===== src/rtl/bcd_sevenseg_mux.sv =====
// Three-digit multiplexed BCD to seven-segment driver with blanking gaps between digits.
// Optional leading-zero blanking is enabled by defining BCDMUX_LEADING_ZERO_BLANK_EN.
module bcd_sevenseg_mux #(
    parameter int DIGIT_CYCLES = 50000,
    parameter int GAP_CYCLES   = 4
) (
    input  logic        clk,
    input  logic        rst_n,
    input  logic [11:0] bcd,
    input  logic        load,
    output logic [2:0]  an_n,
    output logic [6:0]  seg_n
);

    localparam int              CW       = $clog2(DIGIT_CYCLES);
    localparam logic [CW-1:0]   GAP_LAST = CW'(GAP_CYCLES - 1);
    localparam logic [CW-1:0]   ON_LAST  = CW'(DIGIT_CYCLES - 1);
    localparam logic [CW-1:0]   CNT_ONE  = CW'(1);
    localparam logic [2:0]      AN_OFF   = 3'b111;
    localparam logic [6:0]      SEG_OFF  = 7'h7F;

    typedef enum logic {
        ST_GAP = 1'b0,
        ST_ON  = 1'b1
    } state_t;

    state_t         r_state;
    logic [1:0]     r_idx;
    logic [CW-1:0]  r_cnt;
    logic [11:0]    r_shadow;
    logic [3:0]     r_disp;
    logic           r_blank;
    logic [2:0]     r_an_n;
    logic [6:0]     r_seg_n;

    logic [3:0]     w_nib;
    logic           w_blank;
    logic [1:0]     w_idx_next;

    function automatic logic [6:0] seg_decode(input logic [3:0] nib);
        logic [6:0] seg;
        case (nib)
            4'h0:    seg = 7'h40;
            4'h1:    seg = 7'h79;
            4'h2:    seg = 7'h24;
            4'h3:    seg = 7'h30;
            4'h4:    seg = 7'h19;
            4'h5:    seg = 7'h12;
            4'h6:    seg = 7'h02;
            4'h7:    seg = 7'h78;
            4'h8:    seg = 7'h00;
            4'h9:    seg = 7'h10;
            default: seg = 7'h3F;
        endcase
        return seg;
    endfunction

    function automatic logic [2:0] an_decode(input logic [1:0] idx);
        logic [2:0] an;
        case (idx)
            2'd0:    an = 3'b110;
            2'd1:    an = 3'b101;
            2'd2:    an = 3'b011;
            default: an = 3'b111;
        endcase
        return an;
    endfunction

    function automatic logic [3:0] nibble_sel(input logic [11:0] sh, input logic [1:0] idx);
        logic [3:0] nib;
        case (idx)
            2'd0:    nib = sh[3:0];
            2'd1:    nib = sh[7:4];
            2'd2:    nib = sh[11:8];
            default: nib = sh[3:0];
        endcase
        return nib;
    endfunction

    assign w_nib      = nibble_sel(r_shadow, r_idx);
    assign w_idx_next = (r_idx == 2'd2) ? 2'd0 : (r_idx + 2'd1);

    // Leading-zero decision for the digit about to be lit, taken from the shadow at ON entry.
    always_comb begin
        w_blank = 1'b0;
`ifdef BCDMUX_LEADING_ZERO_BLANK_EN
        case (r_idx)
            2'd2:    w_blank = (r_shadow[11:8] == 4'h0);
            2'd1:    w_blank = (r_shadow[11:4] == 8'h00);
            default: w_blank = 1'b0;
        endcase
`else
        w_blank = 1'b0;
`endif
    end

    // Shadow register: captures the BCD word whenever load is high.
    always_ff @(posedge clk or negedge rst_n) begin
        if (!rst_n) begin
            r_shadow <= 12'h000;
        end else if (load) begin
            r_shadow <= bcd;
        end else begin
            r_shadow <= r_shadow;
        end
    end

    // Scan FSM; outputs are registered from the state held before each edge.
    always_ff @(posedge clk or negedge rst_n) begin
        if (!rst_n) begin
            r_state <= ST_GAP;
            r_idx   <= 2'd0;
            r_cnt   <= '0;
            r_disp  <= 4'h0;
            r_blank <= 1'b0;
            r_an_n  <= AN_OFF;
            r_seg_n <= SEG_OFF;
        end else begin
            case (r_state)
                ST_GAP: begin
                    r_an_n  <= AN_OFF;
                    r_seg_n <= SEG_OFF;
                    if (r_cnt == GAP_LAST) begin
                        // Nibble is frozen here so shadow updates mid-ON stay invisible.
                        r_state <= ST_ON;
                        r_cnt   <= '0;
                        r_disp  <= w_nib;
                        r_blank <= w_blank;
                    end else begin
                        r_cnt   <= r_cnt + CNT_ONE;
                    end
                end
                ST_ON: begin
                    if (r_blank) begin
                        r_an_n  <= AN_OFF;
                        r_seg_n <= SEG_OFF;
                    end else begin
                        r_an_n  <= an_decode(r_idx);
                        r_seg_n <= seg_decode(r_disp);
                    end
                    if (r_cnt == ON_LAST) begin
                        r_state <= ST_GAP;
                        r_cnt   <= '0;
                        r_idx   <= w_idx_next;
                    end else begin
                        r_cnt   <= r_cnt + CNT_ONE;
                    end
                end
                default: begin
                    r_state <= ST_GAP;
                    r_idx   <= 2'd0;
                    r_cnt   <= '0;
                    r_an_n  <= AN_OFF;
                    r_seg_n <= SEG_OFF;
                end
            endcase
        end
    end

    assign an_n  = r_an_n;
    assign seg_n = r_seg_n;

endmodule

===== config.mk =====
export PLATFORM = sky130hd
export DESIGN_NAME = bcd_sevenseg_mux
export DESIGN_NICKNAME = d
export VERILOG_FILES = /design/src/rtl/bcd_sevenseg_mux.sv
export SDC_FILE = /design/constraint.sdc
export NUM_CORES = 1
export LEC_CHECK = 0
export BUFFER_PORTS_ARGS = -buffer_cell sky130_fd_sc_hd__buf_2
export CELL_PAD_IN_SITES_DETAIL_PLACEMENT = 0
export CELL_PAD_IN_SITES_GLOBAL_PLACEMENT = 1
export CORE_UTILIZATION = 31
export CTS_CLUSTER_SIZE = 20
export DETAILED_ROUTE_END_ITERATION = 7
export GPL_ROUTABILITY_DRIVEN = 0
export PLACE_DENSITY_LB_ADDON = 0.1
export SYNTH_ARGS = -nofsm -noshare
export SYNTH_HDL_FRONTEND = slang
export SYNTH_SLANG_ARGS = --single-unit

===== constraint.sdc =====
create_clock -name clk -period 1.7 [get_ports clk]
set_input_delay 0.255 -clock clk [delete_from_list [all_inputs] [get_ports clk]]
set_output_delay 0.255 -clock clk [all_outputs]
set_load 0.005 [all_outputs]

Word level (Yosys, flattened, before mapping)
Memory sizes are Yosys's and may differ from the RTL's.
Index checks and enable logic that the tools add are counted.
- flip-flop bits (word level): 45
- bits in read-only memories: 112
- input port bits: 15
- output and inout port bits: 10
- memories: 1
- memory list (memory ; words ; bits a word ; rd ports ; clocked after Yosys merged registers in ; wr ports ; RTL line ; RTL):
    (no name shown) ; 16 ; 7 ; 1 ; 0 ; 0 ; 42 ; case (nib)
- add/sub/neg operators: 2
- equality and inequality tests: 4
- muxes and demuxes: 11
- bitwise logic cells: 1
- reduce and logical (&&, ||, !) cells: 3
- operators by type and width (cell ; number):
    2-to-1 mux 16 bit ; 2
    case mux 16 bit (2 select lines) ; 1
    adder 16 x 1 -> 16 bit (second input constant) ; 1
    equality test 16 bit (second input constant) ; 1
    equality test 16 x 2 -> 1 bit (second input constant) ; 1
    case mux 7 bit (2 select lines) ; 1
    case mux 3 bit (3 select lines) ; 1
    case mux 4 bit (2 select lines) ; 1
    case mux 3 bit (2 select lines) ; 1
    AND reduction 2 bit ; 2
    adder 2 x 1 -> 2 bit (second input constant) ; 1
    equality test 2 x 1 -> 1 bit (second input constant) ; 1
    equality test 2 bit (second input constant) ; 1
    zero test 2 bit ; 1
    2-to-1 mux 1 bit ; 2
    2-to-1 mux 2 bit ; 1
    case mux 1 bit (2 select lines) ; 1
    inverter 1 bit ; 1

Logic depth before layout (Yosys ltp)
Gate-level depths: netlist of run 1.
- depth after elaboration: 3
- gate-level depth with buffers: 6

Least setup slack after synthesis of run 1
Ideal clock, no wire load.
- path type: reg2reg
- from: register r_cnt[0]
- to: register r_cnt[2]
- arrival: 1443 ps
- required time: 1565 ps
- setup slack: 122 ps
- stages on the path, launching flop included: 6
- cell sequence: dfrtp_1 -> ha_1 -> nor4b_4 -> nand2_2 -> o31ai_4 -> nor2_1
- cells in the longest elaborated chain, start to end: 3
- ends and longest elaborated chain (item ; RTL line ; RTL):
    start: declaration ; 29 ; logic [CW-1:0] r_cnt;
    start signal: assignment ; 130 ; r_cnt <= r_cnt + CNT_ONE;
    start signal: assignment ; 146 ; r_cnt <= r_cnt + CNT_ONE;
    adder 16 x 1 -> 16 bit, or another cell as far along ; 130, 146 ;
    2-to-1 mux 16 bit, on equally long branches ; 141, 123 ;
    case mux 16 bit (2 select lines) * ; 119 ; case (r_state)
Every way passes the cells marked *; elsewhere a longest branch is shown, timed or not.
A chain may end at the register's enable or synchronous reset.

Worst setup path in the final report of run 1
- from: register r_cnt[0]
- to: register r_cnt[15]
Same word-level chain as after synthesis.

==> metrics.csv, run 1 <==
stage,metric,value,unit
timing,final period utilization,0.9554,
cts,clk_lat worst skew,300,ps
worst_setup_path,critical path endpoint category,register,
timing,WHS,39.06,ps
global_routing,first-pass GRT wire length,7210,um
timing,final setup skew,8.044,ps
layout,"commonest non-fill, non-tap cell in the layout",dfrtp_1,
run,MaxCap Viol Count,0,
floorplanning,initial core utilization,0.3287,
cts,CTS Buf Count,5,
timing,Final Critical Period,1624,ps
worst_setup_path,"slowest stage cell, crit path",or4_1,
layout,most frequent cells in the layout,"dfrtp_1, buf_2, nand2_1",
cts,CTS Sinks,45,
worst_setup_path,worst setup path category,register to register,
layout,final instance area,2591,um^2
logic_synthesis,synthesized area per cell,11.30,um^2
timing,Slew Limit Fails,0,
worst_setup_path,critical path depth,5,
floorplanning,Die ar.,7262,um^2
logic_synthesis,cells after synthesis,190,
worst_setup_path,CP startpoint,r_cnt[0],
pwr,Power Dens Cells,843.2,nW/um^2
layout,n_diodes,0,
detailed_routing,drt first pass iters,5,
global_routing,initial antenna violation count,0,
placed_design,placed cell areas,2439,um^2
layout,Register Area,1141,um^2
placed_design,dpl hpwl,2993,um
detailed_routing,drt drc,0,
cts,CTS Buffer Depth,2,
global_routing,"Remaining Overflow, GRT",0,
logic_synthesis,Post-synth EDFFs,0,
min_path,Hold Path Class,input pin to async pin,
detailed_routing,Iter 0 DRT Violations,41,
worst_setup_path,max incr delay on CP,500,ps
layout,final core occ,0.3967,
detailed_routing,via/cell ratio,4.812,
logic_synthesis,Post-Syn Nets,216,
worst_setup_path,RR Startpoint,r_cnt[0],
cts,Clock Root Buffer,clkbuf_8,
logic_synthesis,"Primary FF master, synth",dfrtp_1,
detailed_routing,DR vias,1487,
worst_setup_path,WP buf/inv,1,
pwr,Lkg Pwr,1.123,nW
logic_synthesis,sequential area share after synthesis,0.5303,
cts,Worst-path clk slew,90,ps
layout,"non-filler cells, final",309,
worst_setup_path,Worst R2R Path Depth,5,
placed_design,Inst Count DP,299,
logic_synthesis,yosys warns,0,
placed_design,pre-CTS setup slack,26.11,ps
detailed_routing,final wirelength,4184,um
global_routing,vias in the first global route,1580,
worst_setup_path,worst reg2reg endpoint,r_cnt[15],
cts,CTS H-tree lvls,2,
logic_synthesis,post-synth cell types,35,
run_status,status,"finished, final reports clean",
logic_synthesis,"Cell Area, Synth",2147,um^2
placed_design,Port Buffers,24,
layout,Fillers,637,
timing,max_slew headroom,0.6197,
worst_setup_path,critical-path maximum fanout,5,
pwr,overall power,2.185,mW
pwr,Worst VDD drop,0.3590,mV
logic_synthesis,async set or reset register ratio after synthesis,1.000,
worst_setup_path,critical path required time,1930,ps
cts,CTS tree,yes,
layout,share of layout cells above drive strength 1,0.3621,
floorplanning,FP Rows,29,
global_routing,largest net degree at the start of global routing,46,
worst_setup_path,Startpoint Class,register,
timing,final setup vio count,0,
timing,Fmax,615.7,MHz
layout,fin nets,257,
timing,Setup Total Neg Slack,0,ps
detailed_routing,WL/cell,13.54,um
timing,setup ws final,75.88,ps
floorplanning,core box area,6531,um^2
floorplanning,Chip Height,85.22,um
worst_setup_path,Top delay family on crit path,simple AND/OR/NAND/NOR gates,
worst_setup_path,crit-path cells,buf_4 -> and4_4 -> nand2b_4 -> or4_1 -> a21oi_2,
timing,Slew @ Worst Pin,570.4,ps
detailed_routing,"antenna viol nets, final",0,
floorplanning,die width,85.22,um
floorplanning,Ports,25,
layout,Multi-input gate area,979.7,um^2
worst_setup_path,Critical Path End,r_cnt[15],
worst_setup_path,"Arr. time, crit path",1850,ps
worst_setup_path,R2R Setup Slk,80,ps
timing,Final Hold Violating Endpoints,0,
layout,Syn-to-layout area delta,20.69,%
global_routing,GRT Total Usage,0.1261,
logic_synthesis,Seq cells post-synth,45,
## timing repair
action | 4_1_cts | 5_1_grt
resized for setup | 0 | 7
buffers inserted | 0 | 1
hold buffers | 0 | 0
setup endpoints to repair | 0 | 17
## cell type report
class,instances,area share
Multi-Input combinational cell,133,0.3781
Clock inverter,3,0.01787
Timing Repair Buffer,38,0.08836
Tap cell,77,0.03718
Clock buffer,5,0.02656
Sequential cell,45,0.4404
Inverter,8,0.01159
## how the worst min path moves through the flow
stage | to | slack [ps] | depth (start not counted)
final | r_cnt[5] | 40 | 2
after CTS | r_cnt[5] | 50 | 2
after global routing | r_cnt[5] | 80 | 2
after detailed placement | r_cnt[5] | 390 | 2
after global placement | r_cnt[5] | 370 | 2
after floorplan | r_cnt[0] | -40 | 0
## cell families (layout without fill, tap and decap cells)
| kind of cell | Yosys count | after routing | synth area share |
|---|---|---|---|
| AO/OA/AOI/OAI | 29 | 29 | 0.08567 |
| XOR/XNOR | 13 | 13 | 0.05303 |
| adder cells (fa/ha/maj) | 11 | 11 | 0.06410 |
| buffers and inverters | 12 | 54 | 0.02098 |
| flip-flops | 45 | 45 | 0.5303 |
| multiplexers | 14 | 14 | 0.07343 |
| AND/OR/NAND/NOR | 66 | 66 | 0.1725 |
## metal layers
layer / share of wire / global-route usage
met2: 0.49 / 0.2155
met3: 0.022 / 0.02918
met4: 0.0033 / 0.03236
met5: 0 / 0
met1: 0.49 / 0.1609
## synthesized netlist by cell type (all sizes together) (2+ instances only)
cell	instances	area share
nand4	6	0.020
a22oi	4	0.014
o31ai	2	0.013
nand3	8	0.019
nand2b	2	0.0093
xnor2	8	0.033
o21ai	14	0.033
clkbuf	3	0.0052
nor4	4	0.015
inv	8	0.014
nor3	4	0.0093
or2	2	0.0058
ha	11	0.064
dfrtp	35	0.41
dfstp	10	0.12
nor3b	3	0.010
mux2	14	0.073
nor2	14	0.024
xor2	5	0.020
a21oi	6	0.014
nand2	18	0.033
## power by group
part           switching [mW]  internal (mW)
Combinational          0.0837         0.0887
Clock                   0.380          0.440
Sequential             0.0408           1.15
## flip-flops by register name, indices dropped and copies added, names as in the netlist
register,flops
r_disp,4
r_shadow,12
r_state,1
r_idx,2
r_cnt,16
seg_n,7
an_n,3
Power figures use the tool's default switching activity.
==> inputs of run 2 (changes only) <==
--- a/config.mk
+++ b/config.mk
@@ -13,6 +13,7 @@
 export DETAILED_ROUTE_END_ITERATION = 7
 export GPL_ROUTABILITY_DRIVEN = 0
 export PLACE_DENSITY_LB_ADDON = 0.1
+export SETUP_SLACK_MARGIN = 0.4
 export SYNTH_ARGS = -nofsm -noshare
 export SYNTH_HDL_FRONTEND = slang
 export SYNTH_SLANG_ARGS = --single-unit
==> metrics.csv, run 2 (synthesis results as in run 1) <==
stage,metric,value,unit
global_routing,GRT Total Usage,0.1377,
worst_setup_path,worst setup path category,register to register,
layout,n_diodes,0,
floorplanning,FP Rows,29,
timing,max_slew headroom,0.6171,
floorplanning,core box area,6531,um^2
worst_setup_path,"slowest stage cell, crit path",dfrtp_1,
worst_setup_path,Top delay family on crit path,flip-flops,
detailed_routing,via/cell ratio,5.050,
detailed_routing,wl on met1,2080,um
pwr,Worst VDD drop,0.3467,mV
detailed_routing,WL/cell,14.30,um
cts,clk_lat worst skew,290,ps
global_routing,"Remaining Overflow, GRT",0,
timing,Final Hold Violating Endpoints,0,
detailed_routing,DR vias,1601,
detailed_routing,wire length on met2,2285,um
layout,Biggest register,r_cnt,
timing,final setup skew,5.352,ps
detailed_routing,final wirelength,4534,um
cts,Clock Root Buffer,clkbuf_8,
cts,Worst-path clk slew,80,ps
cts,CTS Buffer Depth,2,
floorplanning,Chip Height,85.22,um
floorplanning,die width,85.22,um
layout,"non-filler cells, final",317,
cts,CTS tree,yes,
worst_setup_path,Startpoint Class,register,
cts,hold buffers post-CTS,0,
timing,Slew @ Worst Pin,574.3,ps
pwr,switching share of total power,0.2337,
worst_setup_path,max incr delay on CP,460,ps
detailed_routing,drt first pass iters,4,
layout,"commonest non-fill, non-tap cell in the layout",dfrtp_1,
global_routing,vias in the first global route,1633,
timing,Slew Limit Fails,0,
layout,fin nets,265,
pwr,internal power,1.542,mW
detailed_routing,top sig layer,met4,
timing,Setup Total Neg Slack,0,ps
worst_setup_path,critical-path maximum fanout,6,
run_status,status,"finished, final reports clean",
worst_setup_path,critical path endpoint category,register,
timing,final period utilization,0.8895,
floorplanning,Die ar.,7262,um^2
detailed_routing,Met3 Routed Length,114,um
placed_design,Port Buffers,24,
layout,share of layout cells above drive strength 1,0.4333,
pwr,Power Dens Cells,744.8,nW/um^2
pwr,Lkg Pwr,1.175,nW
worst_setup_path,WP buf/inv,2,
layout,max reg flops,16,
placed_design,dpl hpwl,3213,um
global_routing,initial antenna violation count,0,
pwr,Comb pwr share,0.095,
run,MaxCap Viol Count,0,
timing,final setup vio count,0,
detailed_routing,drt drc,0,
min_path,Hold Path Class,input pin to async pin,
timing,setup ws final,187.9,ps
timing,Final Critical Period,1512,ps
timing,Fmax,661.3,MHz
timing,RSZ-0062 raised after global routing,true,
global_routing,largest net degree at the start of global routing,46,
placed_design,Inst Count DP,298,
floorplanning,Ports,25,
detailed_routing,Iter 0 DRT Violations,36,
cts,CTS H-tree lvls,2,
cts,CTS Sinks,45,
pwr,Clock power frac,0.311,
floorplanning,initial core utilization,0.3287,
detailed_routing,"antenna viol nets, final",0,
pwr,sequential share of power,0.593,
worst_setup_path,critical path required time,1880,ps
placed_design,pre-CTS setup slack,43.97,ps
layout,Syn-to-layout area delta,25.87,%
worst_setup_path,"Arr. time, crit path",1690,ps
pwr,overall power,2.013,mW
worst_setup_path,crit-path cells,nor4b_4 -> buf_4 -> nand2_4 -> o31ai_4 -> buf_6 -> nor2_1,
cts,CTS Buf Count,5,
global_routing,first-pass GRT wire length,7672,um
pwr,Psw,0.4704,mW
layout,most frequent cells in the layout,"dfrtp_1, buf_2, buf_4",
==> run 2: cell types whose count changed in the layout (fill, tap and decap cells not counted), sizes merged <==
cell	previous run	this run
buf	38	46
clkinvlp	1	0
clkinv	1	0
bufinv	1	0
clkbuf	5	8
==> run 2: path summary, 6_finish.rpt <==
check,start,endpoint,slack [ps],cells past startpoint
max,r_cnt[13],r_cnt[2],190,6
min,rst_n,r_cnt[0],40,2
max reg2reg,r_cnt[13],r_cnt[2],190,6
min reg2reg,r_shadow[2],r_shadow[2],510,1
max in group asynchronous,rst_n,r_cnt[3],1240,2
min in group clk,bcd[1],r_shadow[1],190,2
==> run 2: final cells by class <==
cell class / count / area [um^2]
well taps: 77 / 96.34
inverters: 8 / 30.03
flip-flops and latches: 45 / 1149
multi-input cells: 133 / 1054
repair buffers: 46 / 294.0
fillers: 624 / 3829
clock buffers: 8 / 80.08
==> run 2: per-layer routing <==
metal,global-route usage,vias to the layer above
met5,0,-
met4,0.04777,0
met3,0.02918,4
met2,0.2368,24
met1,0.1713,809
li1,-,764
==> run 2: stage by stage <==
step | hold WS [ps] | area [um^2] | utilization
after floorplan | -40.59 | 2175 | -
after global placement | 368.9 | 2459 | 0.3764
after detailed placement | 376.2 | 2459 | 0.3764
after CTS | 57.76 | 2645 | 0.4050
after global routing | 94.21 | 2703 | 0.4138
final | 44.13 | 2703 | 0.4138
==> run 2: timing repair <==
action	in CTS	in global routing
buffers inserted	6	4
resized for setup	16	11
hold endpoints to repair	0	0
cloned	1	0
pin swaps	2	2
endpoints found under the setup margin	22	24
==> run 2: power groups by stage <==
stage / Sequential (mW) / Combinational, mW / Clock, mW
after floorplan: 1.20 / 0.104 / 0
after global placement: 1.21 / 0.176 / 0
after detailed placement: 1.22 / 0.182 / 0
after CTS: 1.19 / 0.196 / 0.650
after global routing: 1.20 / 0.221 / 0.693
final: 1.19 / 0.192 / 0.627
